`config.mk`:
```
export PLATFORM = sky130hd
export DESIGN_NAME = uart_fifo_tx
export DESIGN_NICKNAME = d
export VERILOG_FILES = /design/src/rtl/uart_fifo_tx.sv
export SDC_FILE = /design/constraint.sdc
export NUM_CORES = 1
export LEC_CHECK = 0
export ABC_CLOCK_PERIOD_IN_PS = 2400
export CORE_MARGIN = 1
export CORE_UTILIZATION = 50
export CTS_CLUSTER_SIZE = 14
export DETAILED_ROUTE_END_ITERATION = 10
export PLACE_DENSITY_LB_ADDON = 0.12
export SLEW_MARGIN = 20
export SYNTH_ARGS = -nofsm -noshare
export SYNTH_HDL_FRONTEND = slang
export SYNTH_SLANG_ARGS = --single-unit
export TNS_END_PERCENT = 50
```
`constraint.sdc`:
```
create_clock -name rd_clk -period 2.4 [get_ports rd_clk]
set_input_delay 0.36 -clock rd_clk [delete_from_list [all_inputs] [get_ports rd_clk]]
set_output_delay 0.36 -clock rd_clk [all_outputs]
set_load 0.005 [all_outputs]
```
`src/rtl/uart_fifo_tx.sv`:
```
// uart_fifo_tx: pops bytes from an async FIFO read port and sends them as UART frames.
// Optional even parity bit between data and stop when UART_TX_PARITY_EN is defined.
module uart_fifo_tx #(
    parameter int DATA_WIDTH   = 8,
    parameter int CLKS_PER_BIT = 434
) (
    input  logic                  rd_clk,
    input  logic                  rd_reset,
    input  logic                  fifo_empty,
    input  logic [DATA_WIDTH-1:0] fifo_data,
    output logic                  fifo_rd_en,
    input  logic                  tx_enable,
    output logic                  tx,
    output logic                  busy,
    output logic                  frame_done
);

    localparam int CW = (CLKS_PER_BIT > 1) ? $clog2(CLKS_PER_BIT) : 1;
    localparam int BW = (DATA_WIDTH > 1) ? $clog2(DATA_WIDTH) : 1;
    localparam logic [CW-1:0] BAUD_LAST = CW'(CLKS_PER_BIT - 1);
    localparam logic [BW-1:0] BIT_LAST  = BW'(DATA_WIDTH - 1);

`ifdef UART_TX_PARITY_EN
    typedef enum logic [2:0] {
        IDLE, FETCH, LOAD, START, DATA, PARITY, STOP
    } state_t;
`else
    typedef enum logic [2:0] {
        IDLE, FETCH, LOAD, START, DATA, STOP
    } state_t;
`endif

    state_t                  state;
    logic [CW-1:0]           baud_cnt;
    logic [BW-1:0]           bit_idx;
    logic [DATA_WIDTH-1:0]   shift_reg;
`ifdef UART_TX_PARITY_EN
    logic                    parity_bit;
`endif

    logic baud_last;
    logic bit_last;

    assign baud_last = (baud_cnt == BAUD_LAST);
    assign bit_last  = (bit_idx == BIT_LAST);

    // Frame sequencer: one pop per frame, registered line and status outputs
    always_ff @(posedge rd_clk or posedge rd_reset) begin
        if (rd_reset) begin
            state      <= IDLE;
            tx         <= 1'b1;
            fifo_rd_en <= 1'b0;
            busy       <= 1'b0;
            frame_done <= 1'b0;
            baud_cnt   <= '0;
            bit_idx    <= '0;
            shift_reg  <= '0;
`ifdef UART_TX_PARITY_EN
            parity_bit <= 1'b0;
`endif
        end else begin
            frame_done <= 1'b0;
            fifo_rd_en <= 1'b0;
            unique case (state)
                IDLE: begin
                    tx <= 1'b1;
                    if (tx_enable && !fifo_empty) begin
                        fifo_rd_en <= 1'b1;
                        busy       <= 1'b1;
                        state      <= FETCH;
                    end
                end
                FETCH: begin
                    // FIFO output becomes valid during LOAD
                    state <= LOAD;
                end
                LOAD: begin
                    shift_reg <= fifo_data;
`ifdef UART_TX_PARITY_EN
                    parity_bit <= ^fifo_data;
`endif
                    tx       <= 1'b0;
                    baud_cnt <= '0;
                    bit_idx  <= '0;
                    state    <= START;
                end
                START: begin
                    if (baud_last) begin
                        baud_cnt  <= '0;
                        tx        <= shift_reg[0];
                        shift_reg <= shift_reg >> 1;
                        state     <= DATA;
                    end else begin
                        baud_cnt <= baud_cnt + 1'b1;
                    end
                end
                DATA: begin
                    if (baud_last) begin
                        baud_cnt <= '0;
                        if (bit_last) begin
`ifdef UART_TX_PARITY_EN
                            tx    <= parity_bit;
                            state <= PARITY;
`else
                            tx    <= 1'b1;
                            state <= STOP;
`endif
                        end else begin
                            bit_idx   <= bit_idx + 1'b1;
                            tx        <= shift_reg[0];
                            shift_reg <= shift_reg >> 1;
                        end
                    end else begin
                        baud_cnt <= baud_cnt + 1'b1;
                    end
                end
`ifdef UART_TX_PARITY_EN
                PARITY: begin
                    if (baud_last) begin
                        baud_cnt <= '0;
                        tx       <= 1'b1;
                        state    <= STOP;
                    end else begin
                        baud_cnt <= baud_cnt + 1'b1;
                    end
                end
`endif
                STOP: begin
                    if (baud_last) begin
                        baud_cnt   <= '0;
                        frame_done <= 1'b1;
                        busy       <= 1'b0;
                        state      <= IDLE;
                    end else begin
                        baud_cnt <= baud_cnt + 1'b1;
                    end
                end
                default: begin
                    tx    <= 1'b1;
                    busy  <= 1'b0;
                    state <= IDLE;
                end
            endcase
        end
    end

endmodule

```
## Word-level counts from Yosys, hierarchy flattened

Index checks and enable logic that the tools add are counted.
Widths: inputs -> output; s select.

- Latch bits: 0
- Register bits after elaboration: 27
- RAM bits: 0
- Input bits: 12
- Memories kept: 0
- Memory bits (read-only): 0
- Output and inout bits: 4
- Logic and storage cells: 65

- Reductions and logical operators: 14
- Order comparisons: 0
- Add/sub/neg operators: 2
- Div/mod/pow operators: 0
- Multiplexer cells: 26
- $mul: 0
- Shift operators: 0
- Bitwise gates (word level): 2
- Equal/unequal tests: 13

Operators with widths:

| cell | count |
|---|---|
| $mux 8 | 3 |
| $pmux 8 s3 | 1 |
| $mux 3 | 7 |
| $pmux 3 s6 | 1 |
| $pmux 9 s2 | 1 |
| $ne 2x2->1 const B | 6 |
| $add 9x1->9 const B | 1 |
| $eq 3x3->1 const B | 3 |
| $eq 9x9->1 const B | 1 |
| $mux 1 | 9 |
| $mux 9 | 1 |
| $reduce_and 3->1 | 3 |
| $eq 3x2->1 const B | 2 |
| $pmux 3 s2 | 1 |
| $reduce_and 5->1 | 1 |
| $pmux 1 s4 | 1 |
| $reduce_and 4->1 | 1 |
| $reduce_bool 2->1 | 2 |
| $reduce_or 4->1 | 1 |
| $add 3x1->3 const B | 1 |
| $eq 3x1->1 const B | 1 |
| $logic_not 3->1 | 1 |
| $pmux 1 s3 | 1 |
| $reduce_bool 3->1 | 1 |
| 5 further kinds | 6 |

## Depth between registers and ports, before layout

Gate-level depths: netlist of the first run.

- Depth after elaboration: 4
- Depth in mapped cells: 8
- Gate-level depth less buffers: 6

## Least setup slack after synthesis of the first run

Ideal clock, no wire load.

- Kind: reg2reg
- From: register baud_cnt[1]
- To: register shift_reg[0]
- Buffers on the path: 1
- Path slack: 569 ps
- Period minus slack after synthesis: 1831 ps
- Arrival: 1706 ps
- Data required time: 2275 ps
- Stages on the path, launching flop included: 8
- Library setup time: 125 ps
- Path through: dfrtp_1 > inv_1 > ha_1 > and4b_1 > buf_6 > nand4b_4 > a21boi_4 > mux2_4

- Word-level cells in the longest chain between the ends: 3
- Elaborated cells between the ends (all ways): 4
- Classes of those cells: eq/ne: 3; reduce/logical: 1

RTL lines:

| what | RTL line | source |
|---|---|---|
| start, declared | 34 | `logic [CW-1:0] baud_cnt;` |
| start signal, assigned | 94 | `baud_cnt <= baud_cnt + 1'b1;` |
| start signal, assigned | 114 | `baud_cnt <= baud_cnt + 1'b1;` |
| start signal, assigned | 135 | `baud_cnt <= baud_cnt + 1'b1;` |
| $eq 9x9->1 * | 44 | `assign baud_last = (baud_cnt == BAUD_LAST);` |
| $ne 2x2->1 (no line) | -- |  |
| $reduce_and 4->1 (no line) * | -- |  |
| end signal, assigned | 78 | `shift_reg <= fifo_data;` |
| end signal, assigned | 91 | `shift_reg <= shift_reg >> 1;` |
| end signal, assigned | 111 | `shift_reg <= shift_reg >> 1;` |
| end, declared | 36 | `logic [DATA_WIDTH-1:0] shift_reg;` |

Mark *: on every way between the ends. The rest lies on a longest branch, timed or not.
A chain may end at the register's enable or synchronous reset.

## Worst setup path in the final report of the first run

- From: register baud_cnt[1]
- To: register shift_reg[1]

Same word-level chain as after synthesis.

==> summary.md, run 1 <==
| Metric | Value |
|---|---|
| Mapped Nets | `162` |
| Synth-to-Final Area Change | `11.89%` |
| Post-synthesis mux area share | `0.1309` |
| HP Class | `input port to async pin` |
| Post-synth top cells | `dfrtp_1 (26), o21ai_0 (14), inv_1 (12), nand2_1 (8), nand3_1 (8)` |
| Worst slew pin tran | `0.4639 ns` |
| Largest net degree at the start of global routing | `17` |
| CTS tree | `done` |
| XOR/XNOR share of the synthesized area | `0.01124` |
| Period minus WS final | `roughly 2.1 ns` |
| Synth area leader | `dfrtp_1` |
| Total gr overflow | `0` |
| Syn Area/Cell | `around 11 sq um` |
| Worst skew pair latency | `about 0.33 ns` |
| Fmax achieved | `0.4803 GHz` |
| Die Width | `just under 60 um` |
| Worst EP required | `roughly 2.6 ns` |
| Setup TNS | `0 ns` |
| Gr usage total | `0.1972` |
| Root Driver | `clkbuf_4` |
| Clk pin slew, worst setup/hold paths | `between 0.15 and 0.2 ns` |
| Synth Area in Compound Gates | `0.1341` |
| Number of global-route vias before repair | `~1100` |
| Clk sinks | `27` |
| Main synth FF type | `dfrtp_1` |
| Cts bufs inserted | `3` |
| Clock Skew | `0.01548 ns` |
| Max VDD drop | `around 0.77 mV` |
| Vias | `roughly 1100` |
| Seq/Total Area, Yosys | `0.4345` |
| Yosys warnings | `0` |
| Floorplan row count | `19` |
| PwrDens | `1041 nW/um^2` |
| Crit Path Max Fanout | `8` |
| Pre-antenna DRT Iters | `4` |
| Die area | `3343 sq um` |
| Largest family of logic cells by synthesized area | `simple AND/OR/NAND/NOR gates` |
| Critical path, cell by cell | `inv_1 -> ha_1 -> and4b_1 -> nand4b_4 -> a21boi_4 -> mux2_4` |
| Drt drc | `0` |
| N_diodes | `0` |
| Via/cell ratio | `5.785` |
| Max Cap Viol | `0` |
| Cell count after synthesis | `~150` |
| Endpoints failing hold | `0` |
| RSZ-0062 raised after global routing | `no` |
| Synthesized cell area | `roughly 1600 sq um` |
| Ports | `16` |
| Synth Register Bits | `27` |
| CTS H-tree depth | `1` |
| DRT antenna net count | `0` |
| Final setup viols | `0` |
| CP max stage cell | `dfrtp_1` |
| PostCTS Resize Cnt | `0` |
| Drt wl/cell | `about 15 um` |
| Period utilization | `0.8676` |
| Crit path DAT | `roughly 2.3 ns` |
| Crit end category | `flip-flop` |
| Outcome | `finished clean` |
| Final wirelength | `around 2800 um` |
| Initial Util | `0.5461` |
| # hold bufs at CTS | `0` |
| Fin util | `0.6110` |
| Area contributors post-synth | `dfrtp_1 (42%), mux2_4 (6.7%), mux2_2 (5.1%)` |
| Slew headroom | `0.6904` |
| Yosys top cell area share | `0.4177` |
| Post-synth EDFFs | `0` |
| Setup bufs post-CTS | `0` |
| Floorplan die height | `roughly 58 um` |
| GPL Wtd Cong | `between 0.8 and 0.9` |
| Static Leak | `approximately 0.8 nW` |
| Startpoint Class | `flip-flop` |
| Initial DRC Count | `35` |
| Yosys cell types | `44` |
| Hpwl dp | `roughly 2100 um` |
| IO Port Bufs | `15` |
| Async SR Flop Fraction | `1.000` |
| Initial antenna violation count | `0` |
| Largest stage delay, worst path | `approximately 0.44 ns` |
| Clk buf depth | `2` |
| Worst Setup Path Type | `flip-flop to flip-flop` |
| Adder-cell share of the synthesized area | `0.03213` |
| CORE AREA | `around 2900 sq um` |
| Max reg flops | `9` |
| Most numerous cell in the Yosys netlist | `dfrtp_1` |
| Max-slew violation count | `0` |
| Fraction of layout cells with a size suffix above 1 | `0.1688` |
| First-pass GRT wire length | `roughly 5000 um` |
| Post-Synth Simple-Gate Area | `0.1968` |
| Final Net Count | `about 180` |
## worst paths after layout
path	from	end	slack, ns	cells past startpoint
max	baud_cnt[1]	shift_reg[1]	0.32	6
min	rd_reset	shift_reg[0]	0.31	2
max reg2reg	baud_cnt[1]	shift_reg[1]	0.32	6
min reg2reg	shift_reg[3]	shift_reg[3]	0.53	1
max in group asynchronous	rd_reset	frame_done	1.50	3
min in group rd_clk	shift_reg[3]	shift_reg[3]	0.53	1
## final cells by class
cell class | instances | area [sq um]
clock buffers | 3 | 22.52
clock inverters | 1 | 7.507
repair buffers | 17 | 165.2
multi-input cells | 100 | 787.0
fillers | 250 | 1110
well taps | 31 | 38.79
flip-flops and latches | 27 | 676.9
inverters | 12 | 45.04
## metal layers
metal	wire length, um	share of wire	vias to the layer above	GRT usage
met2	1433	0.50	15	0.3448
met1	1296	0.46	542	0.2522
met4	17	0.0060	0	0.03401
met3	95	0.033	2	0.04688
li1	-	-	546	-
met5	0	0	-	0
## power by group
group          internal (mW)  switching (mW)  leakage [nW]
logic                  0.471           0.370         0.425
clock network         0.0639           0.139        0.0139
registers              0.601           0.169         0.345
total                   1.14           0.677         0.784
## cells by family after synthesis
family / Yosys count
XOR/XNOR: 2
AND/OR/NAND/NOR: 45
multiplexers: 16
flip-flops: 27
buffers and inverters: 19
AO/OA/AOI/OAI: 33
adder cells (fa/ha/maj): 4
## critical path: cells and delay by family, from the launching register on
kind / cells / cell delay [ns]
simple gates: 2 / 0.62
flops: 1 / 0.44
compound gates: 1 / 0.39
mux: 1 / 0.34
fa+ha+maj: 1 / 0.15
buf+inv: 1 / 0.07
## through the flow
| step | total power, mW | setup WS (ns) | cells | cell area, sq um | hold WS [ns] |
|---|---|---|---|---|---|
| finish | 1.814 | 0.3179 | 191 | 1743 | 0.3091 |
| CTS | 1.831 | 0.3148 | 191 | 1743 | 0.3263 |
| global route | 1.967 | 0.2019 | 191 | 1743 | 0.3329 |
| floorplan | 1.426 | 0.5690 | 146 | 1558 | 0.4120 |
| detailed placement | 1.623 | 0.3214 | 187 | 1713 | 0.5024 |
| global placement | 1.581 | 0.3877 | 187 | 1713 | 0.4945 |
## cell usage in the layout (no fill, tap or decap), types with 2 or more instances in the layout
master	count
mux2_4	7
inv_1	12
nand2_1	8
ha_1	4
nand3b_1	2
clkdlybuf4s50_1	15
xor2_1	2
nor2b_1	2
dfrtp_1	26
mux2_2	7
nor2_1	4
and3_1	2
nand4_1	3
nand2b_1	3
buf_4	2
a211oi_1	2
and2_1	3
mux2i_1	2
a21oi_1	7
o21ai_0	14
o22ai_1	2
nand3_1	8
clkbuf_4	3
Note: power is estimated with default switching activity, not from simulation.
==> run 2: changes to the inputs <==
--- a/config.mk
+++ b/config.mk
@@ -7,7 +7,7 @@
 export LEC_CHECK = 0
 export ABC_CLOCK_PERIOD_IN_PS = 2400
 export CORE_MARGIN = 1
-export CORE_UTILIZATION = 50
+export CORE_UTILIZATION = 55
 export CTS_CLUSTER_SIZE = 14
 export DETAILED_ROUTE_END_ITERATION = 10
 export PLACE_DENSITY_LB_ADDON = 0.12
==> run 2 against run 1 <==
Combinational power up 2.9%; flip-flop and latch count unchanged; via count up 2.8%; highest routed layer unchanged; hold slack better by 0.066 ns; worst setup slack worse by 0.013 ns; total power about the same.
==> summary.md, run 2 (synthesis gave the netlist of run 1 again) <==
| Metric | Value |
|---|---|
| DRT antenna net count | `0` |
| CORE AREA | `around 2600 sq um` |
| Max reg flops | `9` |
| PwrDens | `1038 nW/um^2` |
| Drt wl/cell | `between 10 and 15 um` |
| Final Net Count | `178` |
| CTS tree | `done` |
| Floorplan die height | `55.22 um` |
| Initial DRC Count | `20` |
| Slew headroom | `0.6044` |
| Die Width | `55.22 um` |
| Ports | `16` |
| Most frequent cells in the layout | `dfrtp_1 (26), clkdlybuf4s50_1 (15), o21ai_0 (14), inv_1 (12)` |
| Cts bufs inserted | `3` |
| Largest stage delay, worst path | `about 0.45 ns` |
| Most common cell after layout, fill and taps aside | `dfrtp_1` |
| Final wirelength | `about 2800 um` |
| Period minus WS final | `between 2 and 2.5 ns` |
| Total gr overflow | `0` |
| Design Power | `1.813 mW` |
| HP Class | `input port to async pin` |
| PostCTS Resize Cnt | `0` |
| Worst skew pair latency | `about 0.32 ns` |
| Clock Skew | `a little under 0.004 ns` |
| GPL Wtd Cong | `0.8340` |
| Placed cell count | `187` |
| Max-slew violation count | `0` |
| Initial Util | `0.6067` |
| Top Family by Delay on Critical Path | `simple AND/OR/NAND/NOR gates` |
| Clk buf depth | `2` |
| Fmax achieved | `roughly 0.48 GHz` |
| Drt drc | `0` |
| Period utilization | `0.8731` |
| Largest net degree at the start of global routing | `17` |
| Max Cap Viol | `0` |
| CP bufs+invs | `1` |
| Final setup viols | `0` |
| Crit Path Max Fanout | `8` |
| Worst EP required | `~2.6 ns` |
| Vias | `roughly 1100` |
| CTS H-tree depth | `1` |
| Static Leak | `approximately 0.79 nW` |
| Startpoint Class | `flip-flop` |
| Setup TNS | `0 ns` |
| Setup bufs post-CTS | `0` |
| Post-route setup slack | `roughly 0.30 ns` |
| Via/cell ratio | `roughly 5.9` |
| Die area | `approximately 3000 sq um` |
| Crit end category | `flip-flop` |
| Hpwl dp | `about 2000 um` |
| Floorplan row count | `18` |
| Outcome | `finished clean` |
| Clk sinks | `27` |
| Synth-to-Final Area Change | `12.13%` |
| RSZ-0062 raised after global routing | `no` |
| Pre-antenna DRT Iters | `4` |
| Initial antenna violation count | `0` |
| Post-route non-filler standard cell count | `roughly 190` |
| Max VDD drop | `between 0.7 and 0.8 mV` |
| Clk pin slew, worst setup/hold paths | `around 0.15 ns` |
| Worst slew pin tran | `0.5928 ns` |
| First-pass GRT wire length | `just under 5000 um` |
| Crit path DAT | `2.32 ns` |
| IO Port Bufs | `15` |
| Critical path, cell by cell | `inv_1 -> ha_1 -> and4b_1 -> nand4b_4 -> a21boi_4 -> mux2_4` |
| Gr usage total | `0.2001` |
| # hold bufs at CTS | `0` |
| Number of global-route vias before repair | `around 1100` |
| Fraction of layout cells with a size suffix above 1 | `0.1739` |
| Root Driver | `clkbuf_4` |
| CP max stage cell | `dfrtp_1` |
| Pre-CTS setup slack | `approximately 0.33 ns` |
| Endpoints failing hold | `0` |
| N_diodes | `0` |
| Worst Setup Path Type | `flip-flop to flip-flop` |
==> run 2: report_power, final <==
| part | internal, mW | leakage [nW] | switching (mW) | total [mW] |
|---|---|---|---|---|
| sequential | 0.601 | 0.345 | 0.149 | 0.750 |
| clock | 0.0624 | 0.0177 | 0.136 | 0.199 |
| combinational | 0.479 | 0.430 | 0.385 | 0.865 |
| total | 1.14 | 0.793 | 0.671 | 1.81 |
==> run 2: layer usage <==
layer / up-vias / share of wire / GRT usage
met5: - / 0 / 0
met3: 6 / 0.029 / 0.02342
met4: 0 / 0.017 / 0.08571
li1: 550 / - / -
met1: 555 / 0.48 / 0.2769
met2: 25 / 0.47 / 0.3184
==> run 2: area by class of cell <==
| cell class | instances | area [sq um] |
|---|---|---|
| Fill cell | 220 | 820.8 |
| Sequential cell | 27 | 676.9 |
| Inverter | 12 | 45.04 |
| Multi-Input combinational cell | 100 | 787.0 |
| Clock buffer | 3 | 22.52 |
| Clock inverter | 1 | 5.005 |
| Tap cell | 30 | 37.54 |
| Timing Repair Buffer | 18 | 172.7 |
==> run 2: path summary, 6_finish.rpt <==
| kind | from | to | slack (ns) | cells past startpoint |
|---|---|---|---|---|
| worst max-delay path | baud_cnt[1] | shift_reg[3] | 0.30 | 6 |
| worst min register to register | bit_idx[0] | bit_idx[0] | 0.52 | 1 |
| min in group rd_clk | bit_idx[0] | bit_idx[0] | 0.52 | 1 |
| worst min-delay path | rd_reset | shift_reg[1] | 0.37 | 2 |
| max in group asynchronous | rd_reset | state[2] | 1.43 | 3 |
| worst max register to register | baud_cnt[1] | shift_reg[3] | 0.30 | 6 |
==> run 2: per-stage QoR <==
step	hold slack, ns	cell area [sq um]	utilization
after floorplan	0.4120	1558	-
after global placement	0.4878	1719	0.6696
after detailed placement	0.4921	1719	0.6696
after CTS	0.3995	1747	0.6803
after global routing	0.4506	1747	0.6803
final	0.3748	1747	0.6803
==> run 3: changes to the inputs <==
--- a/config.mk
+++ b/config.mk
@@ -11,7 +11,6 @@
 export CTS_CLUSTER_SIZE = 14
 export DETAILED_ROUTE_END_ITERATION = 10
 export PLACE_DENSITY_LB_ADDON = 0.12
-export SLEW_MARGIN = 20
 export SYNTH_ARGS = -nofsm -noshare
 export SYNTH_HDL_FRONTEND = slang
 export SYNTH_SLANG_ARGS = --single-unit
==> results of run 3 <==
No change in the layout: final DEF, timing and power equal those of run 2.
==> edit 1: new RTL, config.mk and constraints of run 3 <==
The 6 states of `state_t` get a Gray code encoding in 3 bits.
--- a/src/rtl/uart_fifo_tx.sv
+++ b/src/rtl/uart_fifo_tx.sv
@@ -27,5 +27,5 @@
 `else
     typedef enum logic [2:0] {
-        IDLE, FETCH, LOAD, START, DATA, STOP
+        IDLE = 3'b000, FETCH = 3'b001, LOAD = 3'b011, START = 3'b010, DATA = 3'b110, STOP = 3'b111
     } state_t;
 `endif
Formal check against the unedited RTL: same outputs for any inputs over 10 cycles, from zero or initial values and one cycle with rd_reset high; not proved beyond that.
==> edit 1 against run 3 <==
  * Sequential share of layout area rose by 2.3 points
  * Area after synthesis shrank 5.5%
  * Sequential cell count did not move
  * Die area shrank 5.3%
  * Wire length decreased by 2.0%
  * Final area decreased by 5.5%
  * Setup slack better by 0.054 ns
  * Critical endpoint is now shift_reg[6]
  * Via count fell by 8.1%
  * First-iteration DRC count fell by 15%
  * Non-clock buffer count shrank 1
Power is not compared: it rests on default switching activity, and its combinational part moved more than twofold at a synthesized area within 25%.
==> edit 1: results (changes against run 3) <==
# nets final=164 (-7.9%); Critical path origin=baud_cnt[1]; global-route wire length before repair=4.650 mm (-5.7%); Final GP Congestion=0.7502 (-10%); clock skew=0.01050 ns (+0.006659 ns); Synth Area in Compound Gates=16.24% (+2.8 points); share of cells above drive strength 1=19.73% (+2.3 points); area share of fa/ha/maj cells after synthesis=4.082% (+0.87 points); Max Buffers Root-to-Sink=2 (unchanged); Syn Nets=151 (-6.8%); cts bufs inserted=3 (unchanged); largest net degree at the start of global routing=28 (+11); P_int=556.4 uW; register area share after synthesis=46.00% (+2.5 points); top cells by count, synth=26 x dfrtp_1, 9 x o21ai_0, 7 x mux2_2, 7 x mux2_4, 7 x nand3_1; xor/xnor share of the synthesized area=0.5952% (-0.53 points); vias per inst=5.898 (-0.83%); fill count=194 (-12%); Post-Place Setup Slack=0.3974 ns (+0.07124 ns); top post-synthesis cells by area=dfrtp_1 44%, mux2_4 7.1%, mux2_2 5.4%; gr usage total=22.28% (+2.3 points); DP Wirelength=1.866 mm (-8.4%); count of different cell masters after synthesis=43 (-2.3%); outcome=finished, final reports clean; 1st-iter DRT viols=17 (-15%); Critical Path Fanout Max=9 (+1); mux contribution to synthesized area=13.18% (+0.088 points); routed len/inst=15.44 um (+5.7%); Worst Tran Pin Value=0.5747 ns (-0.01810 ns); Worst Path Arrival=2.26 ns (-0.06 ns); number of global-route vias before repair=1078 (-5.3%)
-- edit 1: critical path: cells and delay by family, from the launching register on --
kind	cells	cell delay (ns)
buffers and inverters	1	0.09
multiplexers	1	0.34
flip-flops	1	0.45
adder cells (fa/ha/maj)	1	0.14
AND/OR/NAND/NOR	2	0.49
AO/OA/AOI/OAI	1	0.42
-- edit 1: area by class of cell --
class	count	area (um^2)	area share (%)
multi-input combinational	95	729.5	44.20
sequential	27	676.9	41.02
timing repair buffer	17	165.2	10.01
tap	30	37.54	2.274
clock buffer	4	26.28	1.592
inverter	4	15.01	0.9098
-- edit 1: metrics by stage --
stage / area, um^2 / instances / utilization [%]
2_1_floorplan: 1471 / 135 / -
3_3_place_gp: 1624 / 173 / 64.96
6_report: 1650 / 177 / 66.02
5_1_grt: 1650 / 177 / 66.02
3_5_place_dp: 1624 / 173 / 64.96
4_1_cts: 1650 / 177 / 66.02
-- edit 1: final timing paths --
kind / depth (start not counted) / slack, ns / to
setup / recovery: 6 / 0.36 / shift_reg[6]
hold / removal: 3 / 0.38 / baud_cnt[8]
setup reg to reg: 6 / 0.36 / shift_reg[6]
hold reg to reg: 1 / 0.51 / baud_cnt[8]
max in group asynchronous: 3 / 1.72 / tx
min in group rd_clk: 1 / 0.51 / baud_cnt[8]
-- edit 1: kinds of logic after synthesis --
| family | count (synthesis) |
|---|---|
| adders and majority gates | 5 |
| and+or+nand+nor | 39 |
| DFF | 27 |
| AOI/OAI and AO/OA | 35 |
| xor gates and xnor gates | 1 |
| buffers and inverters | 13 |
| muxes | 15 |
-- edit 1: routing by layer --
metal  routed length [um]  vias to the layer above  global-route usage (%)
met3                   81                        4                   2.542
met5                    0                        -                       0
met1                 1319                      500                   29.84
met4                   23                        0                   6.579
li1                     -                      522                       -
met2                 1307                       18                   37.45
-- edit 1: power by group through the flow --
stage               combinational [uW]  clock, uW  sequential, uW
global route                      50.4        218             467
global placement                  44.5          0             474
floorplan                         22.9          0             473
detailed placement                46.3          0             474
finish                            45.4        200             466
CTS                               46.4        203             466
==> edit 2: new RTL, settings of run 3 <==
Made on the original files. Add a define of `UART_TX_PARITY_EN`.
--- a/src/rtl/uart_fifo_tx.sv
+++ b/src/rtl/uart_fifo_tx.sv
@@ -1,4 +1,6 @@
 // uart_fifo_tx: pops bytes from an async FIFO read port and sends them as UART frames.
 // Optional even parity bit between data and stop when UART_TX_PARITY_EN is defined.
+`define UART_TX_PARITY_EN
+
 module uart_fifo_tx #(
     parameter int DATA_WIDTH   = 8,
Formal check against the unedited RTL: same outputs for any inputs over 10 cycles, from zero or initial values and one cycle with rd_reset high; that may be too few to reach the edited logic, so the function may still have changed.
==> edit 2 against run 3 <==
  * Clock skew increased by 0.0057 ns
  * Setup slack improved by 0.10 ns
  * Wire length increased by 7.1%
  * Final area increased by 4.9%
  * Core utilization decreased by 1.6 points
  * Sequential cell count increased by 1
  * Final cell count increased by 6.8%
  * Global-route usage increased by 1.5 points
  * Area after synthesis increased by 3.7%
  * Highest routed layer unchanged
Power is not compared: it rests on default switching activity, and its combinational part moved more than twofold at a synthesized area within 25%.
==> edit 2: results (changes against run 3) <==
outcome=finished, final reports clean; met2 Use GR=37.24% (+5.4 points); placed cell areas=1807 um^2 (+5.1%); top post-synthesis cells by area=dfrtp_1 42%, mux2_2 10%, xnor2_1 4.3%; Syn Nets=173 (+6.8%); number of global-route vias before repair=1177 (+3.4%); GR Util met1=28.07% (+0.38 points); area share of fa/ha/maj cells after synthesis=3.098% (-0.11 points); count of different cell masters after synthesis=41 (-6.8%); Post-Place Setup Slack=0.4420 ns (+0.1159 ns); largest net degree at the start of global routing=29 (+12); share of cells above drive strength 1=16.18% (-1.2 points); met3 usage=2.093% (-0.25 points); top cells by count, synth=27 x dfrtp_1, 15 x mux2_2, 11 x inv_1; register area share after synthesis=43.45% (about the same); Synth Area in Compound Gates=15.49% (+2.1 points); DP Wirelength=2.237 mm (+9.8%); Final GP Congestion=0.7833 (-6.1%); Worst R2R End=shift_reg[2]; xor/xnor share of the synthesized area=4.338% (+3.2 points); # nets final=190 (+6.7%); relative slew slack=71.55% (+11 points); vias per inst=5.892 (-0.93%); 1st-iter DRT viols=48 (+140%); CP delay by family, top=compound AO/OA/AOI/OAI gates; Pre-Repair DR Iteration Count=5 (+1); mux contribution to synthesized area=13.01% (-0.079 points)
## edit 2: changes by cell type after synthesis, moves of 3 or more
cell      before  now
clkbuf_1       1    6
a22o_1         0    3
mux2_2         7   15
nand3b_1       2    5
xnor2_1        0    8
mux2_4         7    0
o21ai_0       14   10
nand3_1        8    4
## edit 2: worst min-delay path: stages
cell and delay [ns]:
clkdlybuf4s50_1 0.40, inv_1 0.05, buf_4 0.32
## edit 2: how the worst max path moves through the flow
stage                start            to  slack (ns)
2_1_floorplan  baud_cnt[1]  shift_reg[0]        0.56
3_3_place_gp   baud_cnt[1]  shift_reg[3]        0.49
3_5_place_dp   baud_cnt[1]  shift_reg[2]        0.44
4_1_cts        baud_cnt[1]  shift_reg[2]        0.40
5_1_grt        baud_cnt[1]  shift_reg[2]        0.28
6_report       baud_cnt[1]  shift_reg[2]        0.41
## edit 2: where the power goes
group          switching (uW)  internal (uW)
logic                    31.6           46.8
clock network             134           65.1
registers                9.40            487
total                     175            599
## edit 2: stage by stage
| stage | hold slack (ns) | instances | util (%) |
|---|---|---|---|
| floorplan | 0.4247 | 157 | - |
| global placement | 0.4659 | 200 | 65.52 |
| detailed placement | 0.4925 | 200 | 65.52 |
| CTS | 0.3855 | 204 | 66.47 |
| global route | 0.4356 | 204 | 66.47 |
| finish | 0.3704 | 204 | 66.47 |
## edit 2: cells by family after synthesis
kind of cell / Yosys count
AO/OA/AOI/OAI: 37
buffers and inverters: 18
XOR/XNOR: 8
AND/OR/NAND/NOR: 43
flip-flops: 28
adder cells (fa/ha/maj): 4
multiplexers: 19
## edit 2: cell type report
type,count,area [um^2],area share (%)
inverter,11,41.29,2.253
clock buffer,4,26.28,1.433
multi-input combinational,111,844.6,46.08
tap,31,38.79,2.116
timing repair buffer,19,180.2,9.829
sequential,28,701.9,38.29
